<file path="config.mk">
export PLATFORM = sky130hd
export DESIGN_NAME = dm_arbiter
export DESIGN_NICKNAME = d
export VERILOG_FILES = /design/src/rtl/dm_arb_pkg.sv /design/src/rtl/dm_arb_starve_ctr.sv /design/src/rtl/dm_arbiter.sv
export SDC_FILE = /design/constraint.sdc
export NUM_CORES = 1
export LEC_CHECK = 0
export ABC_CLOCK_PERIOD_IN_PS = 3100
export CAP_MARGIN = 15
export CORE_MARGIN = 1.5
export CORE_UTILIZATION = 39
export CTS_CLUSTER_DIAMETER = 30
export DETAILED_ROUTE_END_ITERATION = 12
export GPL_TIMING_DRIVEN = 1
export MAX_ROUTING_LAYER = met4
export PLACE_DENSITY = 0.9
export SLEW_MARGIN = 20
export SYNTH_ARGS = -nofsm -noshare
export SYNTH_HDL_FRONTEND = slang
export SYNTH_HIERARCHICAL = 1
export SYNTH_SLANG_ARGS = --single-unit
export TNS_END_PERCENT = 20
</file>
<file path="constraint.sdc">
create_clock -name clk -period 3.1 [get_ports clk]
set_input_delay 0.62 -clock clk [delete_from_list [all_inputs] [get_ports clk]]
set_output_delay 0.62 -clock clk [all_outputs]
set_load 0.1 [all_outputs]
</file>
<file path="src/rtl/dm_arb_pkg.sv">
// Shared encodings for the DM arbiter: LAST owner states and read-return owner tags.
// Latency: n/a (constants only).
// Backpressure: n/a.
package dm_arb_pkg;

  // LAST: owner of the previous cycle's DM access
  localparam logic [1:0] L_NONE = 2'd0;
  localparam logic [1:0] L_CORE = 2'd1;
  localparam logic [1:0] L_DMA  = 2'd2;

  // Owner tag {core, dma} for the read-data return cycle
  localparam logic [1:0] TAG_NONE = 2'b00;
  localparam logic [1:0] TAG_CORE = 2'b10;
  localparam logic [1:0] TAG_DMA  = 2'b01;

  // Width of the DMA starvation counter
  localparam int STARVE_W = 4;

endpackage

</file>
<file path="src/rtl/dm_arb_starve_ctr.sv">
// DMA starvation counter: counts cycles DMA waits while requesting, saturates at the limit.
// Latency: starve flag is registered; it forces DMA priority on the cycle after reaching the limit.
// Backpressure: none; counter clears whenever DMA is granted.
module dm_arb_starve_ctr
  import dm_arb_pkg::*;
#(
  parameter int STARVE_LIMIT = 4
) (
  input  logic clk,
  input  logic rst,
  input  logic dma_req,
  input  logic dma_gnt,
  output logic starve
);

  localparam logic [STARVE_W-1:0] LIMIT = STARVE_LIMIT[STARVE_W-1:0];

  logic [STARVE_W-1:0] cnt;

  // Count waiting cycles, hold at the limit, clear on a DMA grant
  always_ff @(posedge clk or posedge rst) begin
    if (rst) begin
      cnt <= '0;
    end else if (dma_gnt) begin
      cnt <= '0;
    end else if (dma_req && (cnt != LIMIT)) begin
      cnt <= cnt + 1'b1;
    end
  end

  assign starve = (cnt == LIMIT);

endmodule

</file>
<file path="src/rtl/dm_arbiter.sv">
// Two-port (core/DMA) arbiter onto a single DM port; core-first, optional DMA aging via DM_ARB_AGING_EN.
// Latency: grant and address phase same cycle; write data and read return one cycle later.
// Backpressure: a losing requester holds req until gnt; one grant per cycle, back-to-back allowed.
module dm_arbiter
  import dm_arb_pkg::*;
#(
  parameter int DMA_SIZE     = 17,
  parameter int DMD_SIZE     = 16,
  parameter int STARVE_LIMIT = 4
) (
  input  logic                clk,
  input  logic                rst,
  input  logic                core_req,
  input  logic                core_wrb,
  input  logic [DMA_SIZE-1:0] core_add,
  input  logic [DMD_SIZE-1:0] core_wdt,
  output logic                core_gnt,
  output logic                core_rvld,
  output logic [DMD_SIZE-1:0] core_rdt,
  input  logic                dma_req,
  input  logic                dma_wrb,
  input  logic [DMA_SIZE-1:0] dma_add,
  input  logic [DMD_SIZE-1:0] dma_wdt,
  output logic                dma_gnt,
  output logic                dma_rvld,
  output logic [DMD_SIZE-1:0] dma_rdt,
  output logic                arb_dm_cslt,
  output logic                arb_dm_wrb,
  output logic [DMA_SIZE-1:0] arb_dm_add,
  output logic [DMD_SIZE-1:0] arb_dm_wdt,
  input  logic [DMD_SIZE-1:0] dm_arb_dt
);

  logic                dma_force;
  logic                any_gnt;
  logic                sel_wrb;
  logic [DMA_SIZE-1:0] sel_add;
  logic [DMD_SIZE-1:0] sel_wdt;
  logic [1:0]          last;
  logic                last_rd;
  logic [1:0]          tag;
  logic                wrb_q;
  logic [DMA_SIZE-1:0] add_q;
  logic [DMD_SIZE-1:0] wdt_q;
  logic [DMD_SIZE-1:0] core_rdt_q;
  logic [DMD_SIZE-1:0] dma_rdt_q;

`ifdef DM_ARB_AGING_EN
  logic starve;

  dm_arb_starve_ctr #(
    .STARVE_LIMIT(STARVE_LIMIT)
  ) u_starve_ctr (
    .clk     (clk),
    .rst     (rst),
    .dma_req (dma_req),
    .dma_gnt (dma_gnt),
    .starve  (starve)
  );

  // A starved DMA only overrides the core while it is still asking
  assign dma_force = starve & dma_req;
`else
  assign dma_force = 1'b0;
`endif

  // Grants are combinational; suppressed entirely while reset is held
  assign core_gnt = ~rst & core_req & ~dma_force;
  assign dma_gnt  = ~rst & dma_req & (~core_req | dma_force);
  assign any_gnt  = core_gnt | dma_gnt;

  assign sel_wrb = core_gnt ? core_wrb : dma_wrb;
  assign sel_add = core_gnt ? core_add : dma_add;
  assign sel_wdt = core_gnt ? core_wdt : dma_wdt;

  // Address phase passes straight through on a grant, otherwise the last values hold
  assign arb_dm_cslt = any_gnt;
  assign arb_dm_wrb  = any_gnt ? sel_wrb : wrb_q;
  assign arb_dm_add  = any_gnt ? sel_add : add_q;
  assign arb_dm_wdt  = wdt_q;

  // Record owner of this cycle's access and whether it was a read
  always_ff @(posedge clk or posedge rst) begin
    if (rst) begin
      last    <= L_NONE;
      last_rd <= 1'b0;
    end else begin
      last    <= core_gnt ? L_CORE : (dma_gnt ? L_DMA : L_NONE);
      last_rd <= any_gnt & ~sel_wrb;
    end
  end

  // Owner tag for the read-return cycle comes from LAST
  assign tag = !last_rd       ? TAG_NONE :
               (last == L_CORE) ? TAG_CORE :
               (last == L_DMA)  ? TAG_DMA  : TAG_NONE;

  // Hold address-phase values and capture write data for the following data phase
  always_ff @(posedge clk or posedge rst) begin
    if (rst) begin
      wrb_q <= 1'b0;
      add_q <= '0;
      wdt_q <= '0;
    end else if (any_gnt) begin
      wrb_q <= sel_wrb;
      add_q <= sel_add;
      if (sel_wrb) begin
        wdt_q <= sel_wdt;
      end
    end
  end

  // Route returned DM data to the tagged owner; the other side keeps its last value
  assign core_rvld = tag[1];
  assign dma_rvld  = tag[0];
  assign core_rdt  = tag[1] ? dm_arb_dt : core_rdt_q;
  assign dma_rdt   = tag[0] ? dm_arb_dt : dma_rdt_q;

  // Remember the last data each owner received
  always_ff @(posedge clk or posedge rst) begin
    if (rst) begin
      core_rdt_q <= '0;
      dma_rdt_q  <= '0;
    end else begin
      if (tag[1]) core_rdt_q <= dm_arb_dt;
      if (tag[0]) dma_rdt_q  <= dm_arb_dt;
    end
  end

endmodule

</file>
==> out/qor.yml, run 1 <==
cp_slowest_cell: "clkdlybuf4s50_1"
initial_core_util_pct: 40.7
route.vias.total: 2291
critPathBufInv: 3
ctsResizeCount: 0
netlist_area_um2: 3000
drv_cap: 0
finClkSkew_ns: 0.0115
critPathTopFamily: "buffers and inverters"
worstSkewPairLatency_ns: 0.33
core_area_um2: 7370
slew_violations: 0
ant_nets: 0
synth_area_per_cell_um2: 14.2
dpl_cell_area_um2: 5210
path_common_cell: "buf_12"
yosys_warnings: 6
ir_drop_mv: 0.450
clkTransAtPathRegs_ns: 0.07
hold_class: "flip-flop to flip-flop"
drc: 0
area_growth_pct: 79.4
cts_made_buffers: 9
synth_cell_types: 21
outcome: "complete, no violations"
cts_max_path_buffers: 2
max-slew-margin-rel_pct: 67.5
leakagePower_nw: 2.45
slowest_delay_ns: 0.55
grt_start_max_net_pins: 33
layout_min_cycle_time_ns: 2.87
tns_ns: 0
cts.root.buffer_cell: "clkbuf_8"
track_usage_pct: 20.8
htree_levels: 3
drt_iter0_drc: 42
postCtsSetupBuffers: 0
crit_chain: "clkdlybuf4s50_1 > nand2b_2 > buf_12 > mux2i_1 > o21ai_1 > buf_12"
endpoint_kind: "output port"
layout_setup_ws_ns: 0.229
total_power_w: 0.00451
wire_per_inst_um: 16.5
cts_tree: "built"
required_ns: 2.48
yosysSeqAreaShare_pct: 57.5
utilization_pct: 73.1
io_buffers: 158
die_area_um2: 8230
cts_sinks: 69
final-setup-viol-count: 0
fin_crit_sh_pct: 92.6
hold_buffers: 0
dp_hpwl_um: 6250
antenna_cells: 0
die_w_um: 90.7
fmax_mhz: 348
nNetsFinal: 466
grt_pass1_wl_um: 12800
final_layout_size_suffix_gt1_share_pct: 41.5
worst_pin_slew_ns: 0.487
overflow: 0
pin_count: 159
synth-seq-cells: 69
drtPass1Iterations: 4
grt_pass1_vias: 2534
synthCells: 212
wl_um: 7930
worstPathMaxFanout: 32
fp-row-count: 31
final_area_um2: 5390
rsz0062_at_grt: "false"
power_density_nw_per_um2: 838
syn-num-nets: 300
hold_viol: 0
start_kind: "primary input"
dp_slack_ns: 0.222
die_h_um: 90.7
gp_congestion: 0.775
criticalPathCategory: "primary input to output port"
critPathArrivalTime_ns: 2.25
antenna_found_initial: 0
viasPerCell: 4.75
-- cells in the final DEF (no fill, tap or decap) --
cell type / n
o21ai_2: 7
mux2_4: 10
o21bai_2: 1
buf_12: 55
mux2_2: 44
nand2_1: 17
a211oi_1: 1
o21ai_1: 10
inv_2: 1
nand2b_2: 1
clkbuf_8: 10
clkinv_2: 3
dfrtp_1: 69
buf_4: 24
mux2_1: 10
a31o_1: 1
inv_1: 5
clkdlybuf4s50_1: 87
nand3b_1: 2
and3b_1: 1
and2_1: 2
clkinvlp_4: 2
clkinv_4: 1
mux2i_1: 17
a21oi_1: 1
nor2_1: 1
-- kinds of logic after synthesis --
| kind of cell | count (synthesis) | share of synthesized area (%) |
|---|---|---|
| mux | 81 | 30.9 |
| flops | 69 | 57.5 |
| simple gates | 24 | 3.67 |
| compound gates | 21 | 3.92 |
| buf+inv | 17 | 4.00 |
-- metal layers --
layer  GRT usage [%]  part of all wire, %
met2            38.3                   57
met1            22.0                   37
met4            7.14                  1.7
met5               -                    0
met3            4.29                  4.9
-- registers in the layout, indices dropped and copies added (netlist names) --
register / flops
last: 2
wrb_q: 1
core_rdt_q: 16
arb_dm_wdt: 16
dma_rdt_q: 16
last_rd: 1
add_q: 17
-- cell usage after synthesis --
library cell	count	area, µm²
mux2_4	10	150
o21ai_0	17	85.1
nor2_1	1	3.75
buf_6	5	56.3
buf_2	2	10.0
a31o_1	1	8.76
buf_12	1	20.0
clkbuf_1	3	11.3
mux2i_1	17	170
nand2b_1	1	6.26
mux2_2	44	495
and2_1	2	12.5
inv_1	6	22.5
nand3b_1	2	15.0
o21bai_2	1	11.3
mux2_1	10	113
nand2_1	17	63.8
a21oi_1	1	5.00
dfrtp_1	69	1730
a211oi_1	1	7.51
and3b_1	1	8.76
-- worst paths after layout --
check	endpoint	cells past startpoint	start	slack, ns
worst max-delay path	arb_dm_add[5]	6	rst	0.23
worst min-delay path	add_q[13]$_DFF_PP0_	2	add_q[13]$_DFF_PP0_	0.51
worst max register to register	core_rdt_q[2]$_DFF_PP0_	3	last_rd$_DFF_PP0_	1.83
worst min register to register	add_q[13]$_DFF_PP0_	2	add_q[13]$_DFF_PP0_	0.51
max in group asynchronous	core_rdt_q[2]$_DFF_PP0_	3	rst	1.68
min in group asynchronous	add_q[3]$_DFF_PP0_	2	rst	0.73
-- area by class of cell --
type | count | area [µm²]
clock inverters | 6 | 38.8
inverters | 6 | 22.5
well taps | 99 | 124
repair buffers | 166 | 2150
clock buffers | 10 | 138
multi-input cells | 126 | 1180
flip-flops and latches | 69 | 1730
fillers | 499 | 1980
-- through the flow --
stage / instances / hold WS, ns
2_1_floorplan: 212 / 0.725
3_3_place_gp: 466 / 0.483
3_5_place_dp: 466 / 0.493
4_1_cts: 482 / 0.515
5_1_grt: 482 / 0.526
6_report: 482 / 0.506
-- tightest hold or removal path: stages (launching register included) --
cell and delay, ns:
dfrtp_1 0.32, nand2_1 0.05, o21ai_2 0.09
-- power by group --
part / switching, W / leakage (nW) / internal, W
registers: 0.0000645 / 0.821 / 0.00109
clock network: 0.000329 / 0.0880 / 0.000309
logic: 0.00181 / 1.54 / 0.000906
total: 0.00221 / 2.45 / 0.00230
No activity file was read; power rests on OpenSTA's default activity.
==> run 2, diff against run 1 <==
--- a/config.mk
+++ b/config.mk
@@ -5,6 +5,7 @@
 export SDC_FILE = /design/constraint.sdc
 export NUM_CORES = 1
 export LEC_CHECK = 0
+export ABC_AREA = 0
 export ABC_CLOCK_PERIOD_IN_PS = 3100
 export CAP_MARGIN = 15
 export CORE_MARGIN = 1.5
==> results of run 2 <==
The final DEF is identical to that of run 1; final timing and power are the same.
